$ cat src/rtl/mem_pkg.sv
// Shared encodings for the load/store unit.
// Size codes, FSM states and lane-mask helper.
package mem_pkg;

  localparam logic [1:0] SZ_B = 2'd0;
  localparam logic [1:0] SZ_H = 2'd1;
  localparam logic [1:0] SZ_W = 2'd2;

  typedef enum logic [1:0] {
    IDLE,
    WAIT,
    ACCESS,
    RESP
  } state_e;

  function automatic logic [3:0] base_mask(input logic [1:0] size);
    logic [3:0] m;
    m = 4'b0000;
    unique case (size)
      SZ_B:    m = 4'b0001;
      SZ_H:    m = 4'b0011;
      SZ_W:    m = 4'b1111;
      default: m = 4'b0000;
    endcase
    return m;
  endfunction

endpackage

$ cat src/rtl/mem_lsu_align.sv
// Byte-lane steering for stores and load extraction.
// Purely combinational; also flags misaligned accesses.
module mem_lsu_align
  import mem_pkg::*;
(
  input  logic [1:0]  size,
  input  logic [1:0]  off,
  input  logic        uns,
  input  logic [31:0] wdata,
  input  logic [31:0] rdata,
  output logic [31:0] wdata_sh,
  output logic [7:0]  wmask,
  output logic [31:0] rdata_ext,
  output logic        misaligned
);

  logic [31:0] rsh;
  logic [3:0]  lane;

  // Alignment check, store lanes and load extension
  always_comb begin
    misaligned = 1'b0;
    unique case (1'b1)
      (size == SZ_H): misaligned = off[0];
      (size == SZ_W): misaligned = (off != 2'd0);
      (size == 2'd3): misaligned = 1'b1;
      default:        misaligned = 1'b0;
    endcase
    wdata_sh = wdata << {off, 3'b000};
    lane     = base_mask(size) << off;
    wmask    = {4'b0000, lane};
    rsh      = rdata >> {off, 3'b000};
    unique case (size)
      SZ_B:    rdata_ext = {{24{~uns & rsh[7]}}, rsh[7:0]};
      SZ_H:    rdata_ext = {{16{~uns & rsh[15]}}, rsh[15:0]};
      default: rdata_ext = rsh;
    endcase
  end

endmodule

$ cat src/rtl/mem_lsu.sv
// Load/store initiator for the physical-memory model.
// One transaction at a time with modelled access latency.
module mem_lsu
  import mem_pkg::*;
#(
  parameter int LATENCY = 1
) (
  input  logic        clk,
  input  logic        rst_n,
  input  logic        req_valid,
  output logic        req_ready,
  input  logic        req_wen,
  input  logic [31:0] req_addr,
  input  logic [31:0] req_wdata,
  input  logic [1:0]  req_size,
  input  logic        req_unsigned,
  output logic        resp_valid,
  input  logic        resp_ready,
  output logic [31:0] resp_rdata,
  output logic        resp_err,
  output logic        mem_valid,
  output logic [31:0] mem_raddr,
  input  logic [31:0] mem_rdata,
  output logic        mem_wen,
  output logic [31:0] mem_waddr,
  output logic [31:0] mem_wdata,
  output logic [7:0]  mem_wmask
);

  localparam logic [3:0] CNT_INIT =
    (LATENCY > 0) ? 4'(LATENCY - 1) : 4'd0;

  state_e      state, state_nx;
  logic [3:0]  cnt;
  logic        wen_q, uns_q, err_q;
  logic [31:0] addr_q, wdata_q, rdata_q;
  logic [1:0]  size_q;
  logic [1:0]  a_size, a_off;
  logic [31:0] a_wdata, a_rdata;
  logic [7:0]  a_wmask;
  logic        a_mis;
  logic        accept;
  logic [31:0] word_addr;

  // In IDLE the check looks at the live request, else at the latch
  assign a_size    = (state == IDLE) ? req_size : size_q;
  assign a_off     = (state == IDLE) ? req_addr[1:0] : addr_q[1:0];
  assign accept    = req_valid & req_ready;
  assign word_addr = {addr_q[31:2], 2'b00};

  mem_lsu_align u_align (
    .size       (a_size),
    .off        (a_off),
    .uns        (uns_q),
    .wdata      (wdata_q),
    .rdata      (mem_rdata),
    .wdata_sh   (a_wdata),
    .wmask      (a_wmask),
    .rdata_ext  (a_rdata),
    .misaligned (a_mis)
  );

  // State register
  always_ff @(posedge clk or negedge rst_n) begin
    if (!rst_n) state <= IDLE;
    else        state <= state_nx;
  end

  // Next state and memory/handshake outputs
  always_comb begin
    state_nx   = state;
    req_ready  = 1'b0;
    resp_valid = 1'b0;
    mem_valid  = 1'b0;
    mem_wen    = 1'b0;
    mem_raddr  = 32'd0;
    mem_waddr  = 32'd0;
    mem_wdata  = 32'd0;
    mem_wmask  = 8'd0;
    unique case (state)
      IDLE: begin
        req_ready = 1'b1;
        if (req_valid) begin
          if (a_mis)            state_nx = RESP;
          else if (LATENCY > 0) state_nx = WAIT;
          else                  state_nx = ACCESS;
        end
      end
      WAIT: begin
        if (cnt == 4'd0) state_nx = ACCESS;
      end
      ACCESS: begin
        mem_valid = 1'b1;
        mem_wen   = wen_q;
        mem_raddr = word_addr;
        mem_waddr = word_addr;
        mem_wdata = a_wdata;
        mem_wmask = a_wmask;
        state_nx  = RESP;
      end
      RESP: begin
        resp_valid = 1'b1;
        if (resp_ready) state_nx = IDLE;
      end
      default: state_nx = IDLE;
    endcase
  end

  assign resp_rdata = resp_valid ? rdata_q : 32'd0;
  assign resp_err   = resp_valid & err_q;

  // Latency counter
  always_ff @(posedge clk or negedge rst_n) begin
    if (!rst_n) begin
      cnt <= 4'd0;
    end else if (accept && !a_mis && LATENCY > 0) begin
      cnt <= CNT_INIT;
    end else if (state == WAIT && cnt != 4'd0) begin
      cnt <= cnt - 4'd1;
    end
  end

  // Request latch and response data
  always_ff @(posedge clk or negedge rst_n) begin
    if (!rst_n) begin
      wen_q   <= 1'b0;
      uns_q   <= 1'b0;
      err_q   <= 1'b0;
      addr_q  <= 32'd0;
      wdata_q <= 32'd0;
      size_q  <= 2'd0;
      rdata_q <= 32'd0;
    end else begin
      if (accept) begin
        wen_q   <= req_wen;
        uns_q   <= req_unsigned;
        addr_q  <= req_addr;
        wdata_q <= req_wdata;
        size_q  <= req_size;
        err_q   <= a_mis;
        rdata_q <= 32'd0;
      end
      if (state == ACCESS && !wen_q) rdata_q <= a_rdata;
    end
  end

endmodule

$ cat config.mk
export PLATFORM = sky130hd
export DESIGN_NAME = mem_lsu
export DESIGN_NICKNAME = d
export VERILOG_FILES = /design/src/rtl/mem_pkg.sv /design/src/rtl/mem_lsu_align.sv /design/src/rtl/mem_lsu.sv
export SDC_FILE = /design/constraint.sdc
export NUM_CORES = 1
export LEC_CHECK = 0
export CAP_MARGIN = 10
export CORE_ASPECT_RATIO = 0.7
export CORE_MARGIN = 2
export CORE_UTILIZATION = 61
export CTS_BUF_LIST = sky130_fd_sc_hd__clkbuf_8
export CTS_CLUSTER_SIZE = 14
export DETAILED_ROUTE_END_ITERATION = 6
export DONT_BUFFER_PORTS = 1
export HOLD_SLACK_MARGIN = 0.05
export PLACE_DENSITY = 0.88
export SYNTH_ARGS = -nofsm -noshare
export SYNTH_HDL_FRONTEND = slang
export SYNTH_SLANG_ARGS = --single-unit
export TNS_END_PERCENT = 30
$ cat constraint.sdc
create_clock -name clk -period 3.1 [get_ports clk]
set_input_delay 0.62 -clock clk [delete_from_list [all_inputs] [get_ports clk]]
set_output_delay 0.62 -clock clk [all_outputs]
set_load 0.02 [all_outputs]
==> summary.txt <==
========================================================================================================
Outcome                                                                                     finished, final reports clean
Worst Skew                                                                                       13.6 ps
Async set or reset register ratio after synthesis                                                   100%
Main combinational cell family by area after synthesis                                      multiplexers
First drt pass iteration count                                                                         5
Worst r2r src                                                                               state[1]$_DFFE_PN0P_
Max IR drop VDD                                                                                 0.607 mV
Compound-cell area share of the yosys netlist                                                      10.5%
Residual DRC                                                                                           0
Aggregate global routing overflow                                                                      0
Net count of the finished layout                                                                     726
Combinational group share of total power                                                           60.2%
Cell area after synthesis                                                                       6360 µm²
Global routing usage on met1                                                                       37.1%
Grt met2 use                                                                                       45.7%
Initial Utilization                                                                                62.1%
YS warnings                                                                                            0
Highest Clock Rate                                                                               337 MHz
RePlAce Congestion                                                                                 0.877
Share of final-layout standard cells stronger than drive strength 1                                22.9%
Worst reg-to-reg path cell count                                                                       9
Synth Flop Type                                                                                  dfrtp_1
Layout Area Growth over Synthesis                                                                  3.87%
Final design instance area without fill                                                         6610 µm²
Combined area of the multi-input logic cells                                                    3240 µm²
Flops & latches, synth                                                                               107
Simple logic cell fraction of the synthesized area                                                 18.0%
Portion of total power attributed to the clock network                                             10.0%
Clock tree root driver cell                                                                     clkbuf_8
Total number of clock tree sinks                                                                     107
Portion of synthesized cell area occupied by the leading cell type                                 42.1%
Die Height                                                                                       89.5 µm
Portion of netlist area occupied by mux cells                                                      18.7%
Filler cells                                                                                         808
Max_cap viols                                                                                          0
Endpoints failing setup                                                                                0
Endpoint of the worst register-to-register path                                             rdata_q[31]$_DFFE_PN0P_
Required @ worst endpoint                                                                        2480 ps
Final Hold Viols                                                                                       0
CP Capture Type                                                                              output port
Slew @ Worst Pin                                                                                  927 ps
P_sw                                                                                             4.12 mW
Power per cell area                                                                          1270 nW/µm²
Die Area                                                                                      11,300 µm²
Sequential share of power                                                                          29.8%
Post-detailed-route wirelength per cell                                                          22.3 µm
RSZ-0062 raised after global routing                                                               false
Insertion delay of the later-clocked pin in the worst-skew pair                                   380 ps
Gr busiest metal                                                                                    met2
Power Internal                                                                                   4.27 mW
GRT Util Overall                                                                                   28.8%
Total wire length after detailed routing                                                         16.7 mm
Adder-Cell Fraction of Synth Area                                                                  2.16%
Max Transition Viols Final                                                                             0
CTS tree                                                                                             yes
Hold/Removal Path Class                                                                     input port to async pin
Row count                                                                                             31
Sequential share of the synthesized area                                                           42.1%
Worst hold slack                                                                                  122 ps
Inserted Diodes                                                                                        0
Port buffer count                                                                                      0
Synth top area cells                                                                        dfrtp_1, mux2_2, and2_1
H-tree depth reported by CTS                                                                           3
Number of buffers created by CTS                                                                       9
Count of flip-flops with a built-in enable after synthesis                                             0
Total vias in the final route                                                                      4,743
Reg-to-reg slack, setup                                                                           300 ps
Initial antenna violation count                                                                        2
DPL Wire Length                                                                                  12.0 mm
Syn Inst Count                                                                                       642
Slew Limit Headroom                                                                                38.2%
Core Footprint                                                                                10,200 µm²
Per-cell via count in the routed design                                                             6.34
Most area-hungry cell type in the Yosys netlist                                                  dfrtp_1
Crit path time final                                                                             2970 ps
Critical setup path kind                                                                    register to output port
Switching fraction of total power                                                                  49.1%
Post-route clock period utilization                                                                95.7%
Critical Path Start Type                                                                        register
Antenna viol nets, final                                                                               0
Maximum net fanout on the critical path                                                                6
WP data arrival                                                                                  2350 ps
Wire length of the first global-routing pass                                                     25.1 mm
Placed inst area                                                                                6330 µm²
Mapped Avg Cell Area                                                                            9.91 µm²
Clock tree buffer depth                                                                                2
Post-CTS clock slew at the launch and capture registers of the worst setup and hold paths         110 ps
Footprint of the flip-flops and latches                                                         2680 µm²
IO Pins                                                                                              245
P_leak                                                                                           3.05 nW
Total chip power                                                                                 8.39 mW
Horiz. Die Dim                                                                                    126 µm
Detailed Route Iter0 Violations                                                                      411
Post-synthesis cell type count                                                                        42
Vias in the first global route                                                                     4,608
Met3 Track Usage GR                                                                                11.5%
Xor-xnor portion of the synthesized cell area                                                     0.275%
Maximum number of pins on one net before global-route repair                                         108
========================================================================================================
-- worst max path at each step --
stage                                     from                      end  slack (ps)
after global placement    state[0]$_DFFE_PN0P_            mem_wdata[18]         220
after detailed placement  state[0]$_DFFE_PN0P_  rdata_q[31]$_DFFE_PN0P_          70
after CTS                 state[1]$_DFFE_PN0P_            mem_wdata[30]          -9
after floorplan           state[0]$_DFFE_PN0P_             mem_wmask[3]         -60
final                     state[1]$_DFFE_PN0P_             mem_wmask[2]         130
after global routing      state[1]$_DFFE_PN0P_            mem_wdata[20]           9
-- logic make-up (layout without fill, tap and decap cells) --
family / Yosys count / after routing
AND/OR/NAND/NOR: 225 / 225
multiplexers: 107 / 107
flip-flops: 107 / 107
AO/OA/AOI/OAI: 97 / 97
buffers and inverters: 92 / 59
adder cells (fa/ha/maj): 11 / 11
XOR/XNOR: 2 / 2
other: 1 / 8
-- area by class of cell --
class                      count  area share (%)
timing repair buffer          33            4.51
clock inverter                 7           0.984
sequential                   107            40.5
multi-input combinational    450            49.1
inverter                      10           0.568
clock buffer                   9            1.87
tap                          132            2.50
-- per-layer routing --
layer	vias up	wire length, µm
met5	-	13
met4	2	303
met3	30	1970
met2	309	7700
met1	2311	6670
li1	2091	-
-- synthesized netlist by cell type, types with 17 or more instances --
cell type	number
nand3_1	24
buf_4	40
nor2_1	33
o21ai_0	21
dfrtp_1	107
nand2_1	60
mux2_2	72
mux2i_1	32
and2_1	74
and3_1	17
a21oi_1	31
clkbuf_1	25
-- worst max-delay path, stage by stage, from the launching register on --
cell	delay, ps
dfrtp_1	430
inv_2	110
ha_4	180
mux2_2	370
inv_1	140
ha_1	160
nand2_1	60
a21boi_0	130
o21ai_0	150
and2_2	250
-- per-stage QoR --
step                      TNS [ps]  cells  util [%]  worst slack, ps
after detailed placement         0    728      61.8             67.4
after global placement           0    728      61.8              221
after global routing             0    748      64.6             9.04
after floorplan              -57.6    649         -            -57.6
after CTS                    -13.8    745      64.2            -8.86
final                            0    748      64.6              132
-- state kept, by name, indices dropped and copies added, names as in the netlist --
name / count
size_q: 2
wdata_q: 32
state: 2
err_q: 1
rdata_q: 32
cnt: 4
wen_q: 1
uns_q: 1
addr_q: 32
-- layout by cell type, fill, tap and decap left out, types with 2 or more instances in the layout --
cell type | netlist | final
clkbuf_8 | 0 | 9
or2_2 | 2 | 2
a21oi_1 | 31 | 31
o21ai_0 | 21 | 20
a32o_1 | 7 | 7
a2bb2oi_1 | 8 | 8
o2bb2ai_1 | 7 | 7
conb_1 | 1 | 8
o22ai_1 | 3 | 3
buf_6 | 2 | 2
nor2b_1 | 6 | 6
inv_8 | 0 | 2
mux2i_1 | 32 | 31
a21boi_0 | 2 | 2
dfrtp_1 | 107 | 107
and2_2 | 0 | 2
nand2b_1 | 6 | 6
nand2_1 | 60 | 58
xnor2_1 | 2 | 2
inv_1 | 10 | 8
mux2_4 | 1 | 2
buf_12 | 0 | 2
buf_4 | 40 | 27
inv_6 | 0 | 4
and3_1 | 17 | 17
ha_1 | 11 | 9
and2_1 | 74 | 72
a221oi_2 | 2 | 2
mux2i_4 | 2 | 3
mux2_2 | 72 | 71
inv_2 | 0 | 2
nor2_1 | 33 | 33
nand3_1 | 24 | 24
a22oi_1 | 8 | 8
-- repair_timing --
action	in CTS	in global routing
hold endpoints to repair	107	0
gates resized for setup	8	4
setup buffers	0	3
pin swaps	1	0
hold buffers	1	0
setup endpoints to repair	36	31
-- power by group through the flow --
stage               Sequential (mW)  Clock, mW  Combinational (mW)
floorplan                      2.33          0                4.17
global placement               2.46          0                4.68
detailed placement             2.51          0                4.85
CTS                            2.48      0.864                4.95
global route                   2.57      0.918                5.47
finish                         2.50      0.842                5.05
No activity file was read; power rests on OpenSTA's default activity.
